File: config.mk
export PLATFORM = sky130hd
export DESIGN_NAME = pipeline_ctrl
export DESIGN_NICKNAME = d
export VERILOG_FILES = /design/src/rtl/pipe_pkg.sv /design/src/rtl/pipeline_ctrl_sat_counter.sv /design/src/rtl/pipeline_ctrl.sv
export SDC_FILE = /design/constraint.sdc
export NUM_CORES = 1
export LEC_CHECK = 0
export BUFFER_PORTS_ARGS = -buffer_cell sky130_fd_sc_hd__buf_4
export CELL_PAD_IN_SITES_DETAIL_PLACEMENT = 1
export CELL_PAD_IN_SITES_GLOBAL_PLACEMENT = 1
export CORE_MARGIN = 2
export CORE_UTILIZATION = 40
export DETAILED_ROUTE_END_ITERATION = 8
export MAX_ROUTING_LAYER = met4
export PLACE_DENSITY_LB_ADDON = 0.1
export SKIP_CTS_REPAIR_TIMING = 1
export SLEW_MARGIN = 5
export SYNTH_ARGS = -nofsm -noshare
export SYNTH_HDL_FRONTEND = slang
export SYNTH_SLANG_ARGS = --single-unit
File: constraint.sdc
create_clock -name clk -period 4.4 [get_ports clk]
set_input_delay 0.44 -clock clk [delete_from_list [all_inputs] [get_ports clk]]
set_output_delay 0.44 -clock clk [all_outputs]
set_load 0.005 [all_outputs]
File: src/rtl/pipe_pkg.sv
// pipe_pkg: definitions shared by the 5-stage pipeline control logic.
//   - REG_AW      : architectural register-address width (16 registers)
//   - NOP_INSTR   : instruction word loaded into pr1/pr2 by the bubble/flush muxes
//   - state_e     : sequencer state encoding (also exported on the debug port)
//   - ctrl_t      : bundle of register enables plus bubble/flush controls
package pipe_pkg;

    localparam int REG_AW = 4;

    // SimpleRisc nop: opcode 5'b01101 in bits [31:27], all other fields zero.
    localparam logic [31:0] NOP_INSTR = 32'h6800_0000;

    typedef enum logic [2:0] {
        ST_RUN      = 3'd0,
        ST_MEM_WAIT = 3'd1,
        ST_DRAIN    = 3'd2,
        ST_HALTED   = 3'd3,
        ST_ERR      = 3'd4
    } state_e;

    typedef struct packed {
        logic pc_en;
        logic pr1_en;
        logic pr2_en;
        logic pr3_en;
        logic pr4_en;
        logic pr2_bubble;
        logic flush;
    } ctrl_t;

    // Common control patterns.
    localparam ctrl_t CTRL_HOLD   = 7'b00000_00;  // whole pipe frozen
    localparam ctrl_t CTRL_FLOW   = 7'b11111_00;  // everything advances
    localparam ctrl_t CTRL_BUBBLE = 7'b00111_10;  // IF/OF held, NOP into EX, back end drains
    localparam ctrl_t CTRL_FLUSH  = 7'b11111_01;  // advance and kill wrong-path IF/OF

endpackage

File: src/rtl/pipeline_ctrl_sat_counter.sv
// sat_counter: saturating up-counter used for pipeline performance statistics.
//   clk : clock, rising edge
//   rst : asynchronous active-high reset, clears the count
//   inc : add one this cycle (ignored once the count is all-ones)
//   cnt : current count
module sat_counter #(
    parameter int CNT_W = 16
) (
    input  logic             clk,
    input  logic             rst,
    input  logic             inc,
    output logic [CNT_W-1:0] cnt
);

    logic [CNT_W-1:0] cnt_q;
    logic [CNT_W-1:0] cnt_d;

    always_comb begin
        cnt_d = cnt_q;
        if (inc && (cnt_q != '1)) begin
            cnt_d = cnt_q + CNT_W'(1);
        end
    end

    always_ff @(posedge clk or posedge rst) begin
        if (rst) begin
            cnt_q <= '0;
        end else begin
            cnt_q <= cnt_d;
        end
    end

    assign cnt = cnt_q;

endmodule

File: src/rtl/pipeline_ctrl.sv
// pipeline_ctrl: stall/flush/halt sequencer for the IF-OF-EX-MA-RW pipeline.
//   Inputs : OF source registers, EX destination/load/writeback/branch info,
//            MA memory request/ready handshake, halt request from OF decode.
//   Outputs: pc/pr1..pr4 load enables, pr2 bubble, IF/OF flush (combinational),
//            halted and sticky mem_err flags, debug state, and saturating
//            stall/flush cycle counters.
module pipeline_ctrl #(
    parameter int REG_AW       = pipe_pkg::REG_AW,
    parameter int MEM_TIMEOUT  = 64,
    parameter int DRAIN_CYCLES = 3,
    parameter int CNT_W        = 16
) (
    input  logic              clk,
    input  logic              rst,
    input  logic [REG_AW-1:0] of_rs1,
    input  logic              of_rs1_vld,
    input  logic [REG_AW-1:0] of_rs2,
    input  logic              of_rs2_vld,
    input  logic [REG_AW-1:0] ex_rd,
    input  logic              ex_isld,
    input  logic              ex_iswb,
    input  logic              ex_br_taken,
    input  logic              ma_req,
    input  logic              ma_ready,
    input  logic              halt_req,
    output logic              pc_en,
    output logic              pr1_en,
    output logic              pr2_en,
    output logic              pr3_en,
    output logic              pr4_en,
    output logic              pr2_bubble,
    output logic              flush,
    output logic              halted,
    output logic              mem_err,
    output logic [2:0]        state,
    output logic [CNT_W-1:0]  stall_cnt,
    output logic [CNT_W-1:0]  flush_cnt
);

    import pipe_pkg::*;

    localparam int TMR_W = $clog2(MEM_TIMEOUT + 1);
    localparam int DRN_W = $clog2(DRAIN_CYCLES + 1);
    localparam logic [TMR_W-1:0] TMR_LIMIT = TMR_W'(MEM_TIMEOUT);
    localparam logic [DRN_W-1:0] DRN_LIMIT = DRN_W'(DRAIN_CYCLES);

    state_e           state_q, state_d;
    logic [TMR_W-1:0] timer_q, timer_d;     // cycles spent waiting on the current MA access
    logic [DRN_W-1:0] drain_q, drain_d;     // drain progress, 1 on entry to DRAIN
    logic             halt_pend_q, halt_pend_d;
    logic             halted_q, halted_d;
    logic             mem_err_q, mem_err_d;
    logic             stall_inc, flush_inc;
    ctrl_t            ctrl;

    logic load_use;
    logic mem_stall;
    logic timed_out;

    assign load_use  = ex_isld && ex_iswb &&
                       ((of_rs1_vld && (of_rs1 == ex_rd)) ||
                        (of_rs2_vld && (of_rs2 == ex_rd)));
    assign mem_stall = ma_req && !ma_ready;
    assign timed_out = (timer_q == TMR_LIMIT);

    always_comb begin
        ctrl        = CTRL_HOLD;
        state_d     = state_q;
        timer_d     = timer_q;
        drain_d     = drain_q;
        halt_pend_d = halt_pend_q;
        halted_d    = halted_q;
        mem_err_d   = mem_err_q;
        stall_inc   = 1'b0;
        flush_inc   = 1'b0;

        case (state_q)
            ST_RUN: begin
                if (mem_stall) begin
                    state_d   = ST_MEM_WAIT;
                    timer_d   = TMR_W'(1);
                    stall_inc = 1'b1;
                end else if (ex_br_taken) begin
                    // OF holds a wrong-path instruction, so any load-use hit is moot.
                    ctrl      = CTRL_FLUSH;
                    flush_inc = 1'b1;
                end else if (load_use) begin
                    ctrl      = CTRL_BUBBLE;
                    stall_inc = 1'b1;
                end else if (halt_req || halt_pend_q) begin
                    ctrl        = CTRL_BUBBLE;
                    state_d     = ST_DRAIN;
                    drain_d     = DRN_W'(1);
                    halt_pend_d = 1'b0;
                end else begin
                    ctrl = CTRL_FLOW;
                end
            end

            ST_MEM_WAIT: begin
                if (halt_req) begin
                    halt_pend_d = 1'b1;
                end
                if (ma_ready) begin
                    // A taken branch waiting in EX resolves on the release cycle.
                    ctrl       = CTRL_FLOW;
                    ctrl.flush = ex_br_taken;
                    flush_inc  = ex_br_taken;
                    state_d    = ST_RUN;
                    timer_d    = '0;
                end else begin
                    stall_inc = 1'b1;
                    if (timed_out) begin
                        state_d   = ST_ERR;
                        mem_err_d = 1'b1;
                    end else begin
                        timer_d = timer_q + TMR_W'(1);
                    end
                end
            end

            ST_DRAIN: begin
                if (mem_stall) begin
                    // Drain progress is frozen; only the memory timer advances.
                    if (timed_out) begin
                        state_d   = ST_ERR;
                        mem_err_d = 1'b1;
                    end else begin
                        timer_d = timer_q + TMR_W'(1);
                    end
                end else begin
                    ctrl    = CTRL_BUBBLE;
                    timer_d = '0;
                    if (drain_q == DRN_LIMIT) begin
                        state_d  = ST_HALTED;
                        halted_d = 1'b1;
                    end else begin
                        drain_d = drain_q + DRN_W'(1);
                    end
                end
            end

            ST_HALTED: begin
                ctrl = CTRL_HOLD;
            end

            ST_ERR: begin
                ctrl = CTRL_HOLD;
            end

            default: begin
                // Unused encodings fall into the safe, sticky error state.
                state_d   = ST_ERR;
                mem_err_d = 1'b1;
            end
        endcase
    end

    always_ff @(posedge clk or posedge rst) begin
        if (rst) begin
            state_q     <= ST_RUN;
            timer_q     <= '0;
            drain_q     <= '0;
            halt_pend_q <= 1'b0;
            halted_q    <= 1'b0;
            mem_err_q   <= 1'b0;
        end else begin
            state_q     <= state_d;
            timer_q     <= timer_d;
            drain_q     <= drain_d;
            halt_pend_q <= halt_pend_d;
            halted_q    <= halted_d;
            mem_err_q   <= mem_err_d;
        end
    end

    // Index 0 counts stall cycles, index 1 counts flushes.
    logic [1:0]            cnt_inc;
    logic [1:0][CNT_W-1:0] cnt_val;

    assign cnt_inc = {flush_inc, stall_inc};

    generate
        for (genvar gi = 0; gi < 2; gi++) begin : g_cnt
            sat_counter #(
                .CNT_W (CNT_W)
            ) u_cnt (
                .clk (clk),
                .rst (rst),
                .inc (cnt_inc[gi]),
                .cnt (cnt_val[gi])
            );
        end
    endgenerate

    assign pc_en      = ctrl.pc_en;
    assign pr1_en     = ctrl.pr1_en;
    assign pr2_en     = ctrl.pr2_en;
    assign pr3_en     = ctrl.pr3_en;
    assign pr4_en     = ctrl.pr4_en;
    assign pr2_bubble = ctrl.pr2_bubble;
    assign flush      = ctrl.flush;
    assign halted     = halted_q;
    assign mem_err    = mem_err_q;
    assign state      = state_q;
    assign stall_cnt  = cnt_val[0];
    assign flush_cnt  = cnt_val[1];

endmodule

==> results of run 1 <==
[power by group through the flow]
stage                     Clock [uW]  Combinational, uW  Sequential [uW]
after floorplan                    0               25.1              444
after global placement             0               50.7              444
after global routing             411               56.4              436
final                            381               49.9              436
after detailed placement           0               51.0              444
after CTS                        395               51.5              436
[critical path, stage by stage, from the launching register on]
cell	delay (ns)
dfrtp_1	0.64
nor2_8	0.22
nand4_1	0.12
or3_1	0.65
a32o_1	0.40
mux2_4	0.31
[final timing paths]
| path | slack, ns | depth (start not counted) | end | start |
|---|---|---|---|---|
| max | 1.94 | 5 | g_cnt[0].u_cnt.cnt[1] | state[1] |
| min | 0.37 | 2 | mem_err | rst |
| max reg2reg | 1.94 | 5 | g_cnt[0].u_cnt.cnt[1] | state[1] |
| min reg2reg | 0.46 | 1 | halted | halted |
| max in group asynchronous | 3.41 | 2 | g_cnt[1].u_cnt.cnt[7] | rst |
| min in group clk | 0.43 | 3 | halt_pend_q | halt_req |
[sequential cells by signal, summed over array words and instances, names as in the netlist]
register         cells
halt_pend_q          1
state                3
halted               1
mem_err              1
timer_q              7
g_cnt.u_cnt.cnt     32
drain_q              2
[metal layers]
| metal | wire [um] | share of wire (%) | vias up |
|---|---|---|---|
| met1 | 3330 | 48 | 1178 |
| li1 | - | - | 1185 |
| met3 | 274 | 3.9 | 6 |
| met5 | 0 | 0 | - |
| met4 | 71 | 1.0 | 0 |
| met2 | 3310 | 47 | 49 |
[stage by stage]
step	area, um^2	utilization, %	hold slack (ns)
final	3470	50.7	0.373
after global routing	3470	50.7	0.468
after CTS	3470	50.7	0.416
after detailed placement	3330	48.8	0.446
after global placement	3330	48.8	0.440
after floorplan	2830	-	0.446
[cell usage in the layout (no fill, tap or decap), types with 4 or more instances in the layout]
cell type  instances
or3_1              4
and3_1             5
xnor2_1           10
nand2b_1          10
nor2_1            20
inv_1              6
ha_1               5
nor3_1            10
o22ai_1            4
a21oi_1            8
o21ai_0           10
a311oi_2           4
dfrtp_1           47
nor3b_1            4
mux2_2            12
buf_4             65
nand4_1            8
a31oi_1           12
clkbuf_8           5
xor2_1            15
nand3_1           16
nand2_1           32
[cells by family (layout without fill, tap and decap cells)]
logic type	after synthesis	after routing	synth area share, %
AOI/OAI and AO/OA	60	60	15.1
buffers and inverters	21	80	4.47
adders and majority gates	5	5	2.21
xor gates and xnor gates	25	25	7.75
muxes	15	15	6.02
and+or+nand+nor	124	124	22.8
DFF	47	47	41.6
[synth_stat cells (3+ instances only)]
library cell  count
a21o_1            3
a21oi_1           8
a311oi_2          4
a31oi_1          12
and3_1            5
buf_4             5
clkbuf_1          4
dfrtp_1          47
ha_1              5
inv_1             7
mux2_2           12
nand2_1          32
nand2b_1         10
nand3_1          16
nand4_1           8
nor2_1           20
nor3_1           10
nor3b_1           4
o21ai_0          10
o22ai_1           4
or2_2             3
or3_1             4
xnor2_1          10
xor2_1           15
[cell type report]
type	count	area [um^2]	area share, %
sequential	47	1180	33.9
multi-input combinational	229	1520	43.9
clock buffer	6	72.6	2.09
timing repair buffer	65	488	14.1
clock inverter	2	60.1	1.73
inverter	7	26.3	0.758
tap	96	120	3.47
==> results.md, run 1 <==
* Status: finished, final reports clean
* Max Clock Skew at 0.00956 ns
* Total power at 867 uW
* Period utilization at 55.9%
* Final worst slack at 1.94 ns
* Worst-path clk slew at 0.09 ns
* Core area at 6830 um^2
* Avg Synthesized Cell Area at 9.51 um^2
* CTS Buf Count at 5
* Fin Setup TNS at 0 ns
* Post-route ant nets at 0
* Final-report hold violation count at 0
* Power Dens Cells at 250 nW/um^2
* Main area contributors after synthesis: dfrtp_1 (42%), mux2_2 (4.8%), xor2_1 (4.7%)
* Die Y-Extent at 88.0 um
* WL final at 6980 um
* CP required at 4.59 ns
* Number of clock sinks at 47
* Layout cells sized above 1 at 27.0%
* Net Sw Power at 183 uW
* VDD IR max at 125 uV
* DIE AREA at 7750 um^2
* Via count at 2418
* Clock buffer depth at 2
* Wire length per cell at 15.5 um
* Fin cells at 452
* Pin count of the biggest net entering global routing at 48
* CP endpoint kind: register
* M1 GR Usage at 26.0%
* Synth unique cells at 51
* Die X at 88.0 um
* Top cell type's share of synthesized area at 41.6%
* Crit path max fanout at 19
* Register area share after synthesis at 41.6%
* Max-slew headroom at 33.1%
* Area of the mapped netlist at 2830 um^2
* Syn nets at 324
* Synthesized instance count at 297
* Final Critical Period at 2.46 ns
* Fin. max-slew vios at 0
* Unrepaired setup endpoints after global routing: no
* Global-route wire length before repair at 11600 um
* Clock share of power at 44.0%
* Data arrival time of the worst path at 2.65 ns
* Critical Path Start Type: register
* Worst-Margin Slew at 1.00 ns
* Pre-CTS WS at 1.96 ns
* Initial Util at 41.4%
* Vias in the first global route at 2389
* Leakage at 0.00159 uW
* Grt ovf at 0
* Placed cells at 444
* Vias per cell at 5.35
* Gr usage total at 19.3%
* Antenna diodes at 0
* Pre-antenna DRT Iters at 4
* Port Buffers at 65
* Initial antenna violation count at 0
* Max-cap violations at 0
* Comb pwr share at 5.8%
* Fillers at 816
* # setup viols final at 0
* Area growth syn-to-layout at 22.7%
* Int Pwr at 685 uW
* Io pins at 66
* GRT busiest layer: met2
* Clk_lat worst skew at 0.31 ns
* CTS Root Buffer Type: clkbuf_8
* Yosys warns at 0
* Crit Path Class: reg2reg
* Ys async rst share at 100%
* Synth area leader: dfrtp_1
* Min-Delay Path Class: in2async
* Met3 GRT Util at 3.49%
* Seq pwr share at 50.3%
* Main flop type after synthesis: dfrtp_1
* Yosys reg bits at 47
* Met2 Usage GRT at 30.2%
* Row count at 30
* 1st-iter DRT viols at 71
* Number of flops mapped to enable cells by yosys at 0
* Sw frac at 21.1%
* # H-tree levels at 2
* Routability Congestion at 0.752
* Fin nets at 382
* Post-DP HPWL at 5130 um
* F_max at 406 MHz
* CTS tree: yes
* # DRC at 0
(Power assumes the default switching activity.)
==> run 2: changes to the inputs <==
Settings changed: ABC_AREA set to 1, CORE_UTILIZATION 40 to 35.
Clock period 4.4 ns to 2.2 ns, I/O delays scaled along.
==> run 2 against run 1 <==
Synthesized cell count up 44%. Utilization down 6.8 points. Non-clock buffer count up 4. Clock skew about the same. Worst setup slack worse by 1.6 ns. Clock power up 99%. Clock-buffer cell count unchanged. Sequential power up 98%. Sequential cell count unchanged. Final cell count up 34%. Register-to-register slack worse by 1.6 ns. Power up 97%. Critical endpoint is now g_cnt[1].u_cnt.cnt[2]. Largest cell class unchanged. Largest power group unchanged. Highest routed layer unchanged.
==> results.md, run 2 <==
* Status: finished, final reports clean
* Via count at 2895
* Worst reg-to-reg path cell count at 11
* Critical Path Start Type: register
* CP required at 2.38 ns
* Layout cells sized above 1 at 19.6%
* Top-count cell post-synth: nand2_1
* Syn nets at 455
* # setup viols final at 0
* WL final at 8010 um
* Final-report hold violation count at 0
* CTS Root Buffer Type: clkbuf_8
* Main area contributors after synthesis: dfrtp_1 (39%), nand2_1 (18%), nand3_1 (6.2%)
* Fin Setup TNS at 0 ns
* Routability Congestion at 0.834
* Die Y-Extent at 97.4 um
* Internal reg-to-reg setup slack at 0.32 ns
* Power Dens Cells at 451 nW/um^2
* Vias in the first global route at 2954
* Main flop type after synthesis: dfrtp_1
* # H-tree levels at 2
* Leakage at 0.00203 uW
* Synthesized instance count at 428
* # DRC at 0
* Unrepaired setup endpoints after global routing: no
* VDD IR max at 312 uV
* Synth area leader: dfrtp_1
* Number of clock sinks at 47
* Max-cap violations at 0
* Period utilization at 85.4%
* Fin nets at 522
* Most common cell after layout, fill and taps aside: nand2_1
* Row count at 34
* Die X at 97.4 um
* Most frequent cells in the layout: nand2_1 (146), buf_4 (69), dfrtp_1 (47), inv_1 (46), nor2_1 (39)
* Wire length per cell at 13.3 um
* Grt ovf at 0
* Area of the mapped netlist at 3050 um^2
* F_max at 532 MHz
* Clk_lat worst skew at 0.30 ns
* Initial Util at 35.5%
* Register area share after synthesis at 38.5%
* Initial antenna violation count at 0
* Max Clock Skew at 0.00916 ns
* Post-DP HPWL at 6370 um
* Top cell type's share of synthesized area at 38.5%
* Max reg flops at 32
* Yosys reg bits at 47
* Worst-Margin Slew at 0.636 ns
* Pre-CTS WS at 0.341 ns
* Port Buffers at 65
* Vias per cell at 4.79
* Gr usage total at 17.9%
* Antenna diodes at 0
* Crit Path Class: reg2reg
* Final worst slack at 0.320 ns
* Synth unique cells at 31
* Avg Synthesized Cell Area at 7.14 um^2
* Worst-path clk slew at 0.09 ns
* Clock buffer depth at 2
* Reg2Reg Launch Point: state[2]
* CP endpoint kind: register
* Yosys warns at 0
* Final Critical Period at 1.88 ns
* Area growth syn-to-layout at 23.6%
* Post-route ant nets at 0
* Pre-antenna DRT Iters at 4
* 1st-iter DRT viols at 60
* Data arrival time of the worst path at 2.06 ns
* Max-slew headroom at 57.6%
* Ys async rst share at 100%
* CTS tree: yes
* Crit path max fanout at 13
* Number of flops mapped to enable cells by yosys at 0
* Most frequent cells after synthesis: nand2_1 (146), dfrtp_1 (47), inv_1 (47)
* CTS Buf Count at 5
* Io pins at 66
* Global-route wire length before repair at 13800 um
* Pin count of the biggest net entering global routing at 48
* DIE AREA at 9490 um^2
* Core area at 8590 um^2
* Fin. max-slew vios at 0
* Min-Delay Path Class: in2async
* Worst r2r dst: g_cnt[1].u_cnt.cnt[2]
==> run 2: cell count changes after synthesis, moves of 5 or more <==
cell / delta
nand2b_1: -10
inv_1: +40
nor2_1: +19
nand3_1: +22
nand2_1: +114
a31oi_1: -11
nand3b_1: +6
and3_1: -5
mux2_2: -12
==> run 2: metrics by stage <==
step           util [%]  hold WS (ns)  total power, uW  std cells  instance area (um^2)
2_1_floorplan         -         0.355              921        428                  3050
3_3_place_gp       42.4         0.433              966        596                  3640
3_5_place_dp       42.4         0.442              968        596                  3640
4_1_cts            43.9         0.111             1740        604                  3780
5_1_grt            43.9         0.141             1780        604                  3780
6_report           43.9        0.0909             1700        604                  3780
==> run 2: worst max path at each step <==
stage | from | endpoint | slack, ns
final | state[2] | g_cnt[1].u_cnt.cnt[2] | 0.32
after global routing | state[2] | g_cnt[0].u_cnt.cnt[10] | 0.11
after CTS | state[0] | pr4_en | 0.30
after detailed placement | state[2] | g_cnt[1].u_cnt.cnt[2] | 0.34
after global placement | state[2] | g_cnt[1].u_cnt.cnt[2] | 0.44
after floorplan | state[1] | g_cnt[1].u_cnt.cnt[3] | 0.65
==> run 2: area by class of cell <==
type | count | area [um^2]
Timing Repair Buffer | 69 | 518
Inverter | 51 | 191
Sequential cell | 47 | 1180
Fill cell | 1127 | 4820
Multi-Input combinational cell | 321 | 1620
Clock buffer | 6 | 72.6
Tap cell | 108 | 135
Clock inverter | 2 | 60.1
==> run 2: where the power goes <==
| part | switching [uW] | total [uW] | internal (uW) |
|---|---|---|---|
| combinational | 47.8 | 84.9 | 37.1 |
| sequential | 0 | 863 | 863 |
| clock | 302 | 757 | 455 |
| total | 350 | 1700 | 1350 |
==> run 2: cell families (layout without fill, tap and decap cells) <==
group           count (synthesis)  after routing  share of synthesized area [%]
xor+xnor                       29             29                           8.56
flops                          47             47                           38.5
compound gates                 23             23                           4.34
buf+inv                        60            128                           8.36
fa+ha+maj                       5              5                           2.05
simple gates                  264            264                           38.2
==> run 2: worst max-delay path, cell delays in order (launching register included) <==
cell and delay [ns]:
dfrtp_1 0.45, inv_1 0.14, nand2_4 0.08, nor2_2 0.17
nand2_2 0.12, nand2_2 0.10, inv_2 0.05, nor2_4 0.10
nand2_4 0.13, inv_2 0.19, nand2_1 0.09, xor2_1 0.14
==> run 2: routing by layer <==
layer  wire [um]  vias up  track usage [%]
met5           0        -                -
met4          65        0             3.95
met3         189        4             2.66
met2        3880       39             29.3
met1        3880     1368             23.7
li1            -     1484                -
==> run 3: changes to the inputs <==
Settings changed: ABC_AREA 1 to 0, CORE_UTILIZATION 35 to 37.
==> run 3 against run 2 <==
Design area shrank 5.7%. Utilization is 4.6 points higher. Routed wire length is 7.8% lower. Worst setup slack worse by 0.20 ns. Combinational power grew 31%. Die area shrank 12%. Sequential cell count did not move. Hold slack better by 0.10 ns. Sequential power rose by 0.9%. Clock skew increased by 0.0024 ns.
==> results.md, run 3 (synthesized netlist as in run 1, its figures left out) <==
* CP endpoint kind: register
* Final Critical Period at 2.08 ns
* Vias per cell at 5.37
* Sw frac at 24.8%
* CTS Buf Count at 5
* Power Dens Cells at 429 nW/um^2
* Clock buffer depth at 2
* Leakage at 0.00165 uW
* Fin Setup TNS at 0 ns
* Die Y-Extent at 91.4 um
* Critical Path Start Type: register
* Crit path max fanout at 13
* Fin cells at 470
* Hold_ws at 0.195 ns
* CTS Root Buffer Type: clkbuf_8
* Gr usage total at 18.9%
* Fin. max-slew vios at 0
* Via count at 2523
* Fillers at 845
* CP required at 2.39 ns
* Comb pwr share at 7.3%
* Global-route wire length before repair at 12800 um
* Crit Path Class: reg2reg
* Fin nets at 397
* Area growth syn-to-layout at 26.1%
* Antenna diodes at 0
* Grt ovf at 0
* Io pins at 66
* Clock share of power at 35.8%
* Post-DP HPWL at 5450 um
* Final-report hold violation count at 0
* # H-tree levels at 2
* F_max at 482 MHz
* Initial antenna violation count at 0
* Net Sw Power at 380 uW
* Row count at 31
* Unrepaired setup endpoints after global routing: no
* CTS tree: yes
* Wire length per cell at 15.7 um
* # DRC at 0
* Multi-input gate area at 1530 um^2
* WL final at 7380 um
* 1st-iter DRT viols at 135
* Most frequent cells in the layout: buf_4 (78), dfrtp_1 (47), nand2_1 (32), nor2_1 (20), nand3_1 (16)
* Seq pwr share at 56.9%
* Layout cells sized above 1 at 30.2%
* Die X at 91.4 um
* Max Clock Skew at 0.0116 ns
* DIE AREA at 8350 um^2
* Min-Delay Path Class: in2reg
* Number of clock sinks at 47
* Max-cap violations at 0
* Initial Util at 38.5%
* Core area at 7330 um^2
* Data arrival time of the worst path at 2.26 ns
* Vias in the first global route at 2555
* FF+latch area at 1180 um^2
* # setup viols final at 0
* Worst-Margin Slew at 0.540 ns
* Pin count of the biggest net entering global routing at 26
* Port Buffers at 65
* Routability Congestion at 0.775
* Most common cell after layout, fill and taps aside: buf_4
* Clk_lat worst skew at 0.30 ns
* Period utilization at 94.3%
* Finished Cell Area at 3560 um^2
* Post-route ant nets at 0
* Max reg flops at 32
* Int Pwr at 1150 uW
* Max-slew headroom at 63.9%
* Placed cells at 461
* Cell Area, Placed at 3450 um^2
* VDD IR max at 334 uV
* Worst-path clk slew at 0.10 ns
* Status: finished, final reports clean
* Pre-antenna DRT Iters at 4
## run 3: layer usage
| layer | global-route usage [%] | wire length [um] | vias up |
|---|---|---|---|
| li1 | - | - | 1212 |
| met1 | 26.2 | 3650 | 1261 |
| met4 | 3.79 | 51 | 0 |
| met2 | 29.1 | 3430 | 45 |
| met5 | - | 0 | - |
| met3 | 3.15 | 247 | 5 |
## run 3: final timing paths
check	end	slack, ns	startpoint	cells past startpoint
max	g_cnt[0].u_cnt.cnt[6]	0.12	state[2]	5
max in group asynchronous	timer_q[2]	1.15	rst	4
max reg2reg	g_cnt[0].u_cnt.cnt[6]	0.12	state[2]	5
min	halt_pend_q	0.20	halt_req	3
min reg2reg	halted	0.48	halted	1
min in group asynchronous	g_cnt[1].u_cnt.cnt[11]	0.51	rst	3
## run 3: final cells by class
type / count / share of cell area [%]
clock buffers: 5 / 1.93
clock inverters: 3 / 0.667
inverters: 7 / 0.738
multi-input cells: 229 / 42.9
flip-flops and latches: 47 / 33.0
well taps: 99 / 3.48
repair buffers: 80 / 17.3
## run 3: critical path, stage by stage (launching register included)
cell	delay, ns
dfrtp_1	0.46
nor2_8	0.13
nand4_1	0.11
or3_1	0.61
a31oi_1	0.29
mux2_2	0.36
## run 3: power by group through the flow
stage / Combinational [uW] / Clock, uW / Sequential [uW]
final: 111 / 547 / 871
after global routing: 126 / 615 / 872
after CTS: 112 / 572 / 871
after detailed placement: 112 / 0 / 888
after global placement: 109 / 0 / 888
after floorplan: 50.1 / 0 / 888
## run 3: per-stage QoR
| stage | utilization (%) | setup slack, ns | power, uW |
|---|---|---|---|
| after floorplan | - | 0.187 | 938 |
| after global placement | 47.1 | 0.165 | 997 |
| after detailed placement | 47.1 | 0.113 | 999 |
| after CTS | 48.4 | 0.0980 | 1560 |
| after global routing | 48.6 | 0.00895 | 1610 |
| final | 48.6 | 0.124 | 1530 |
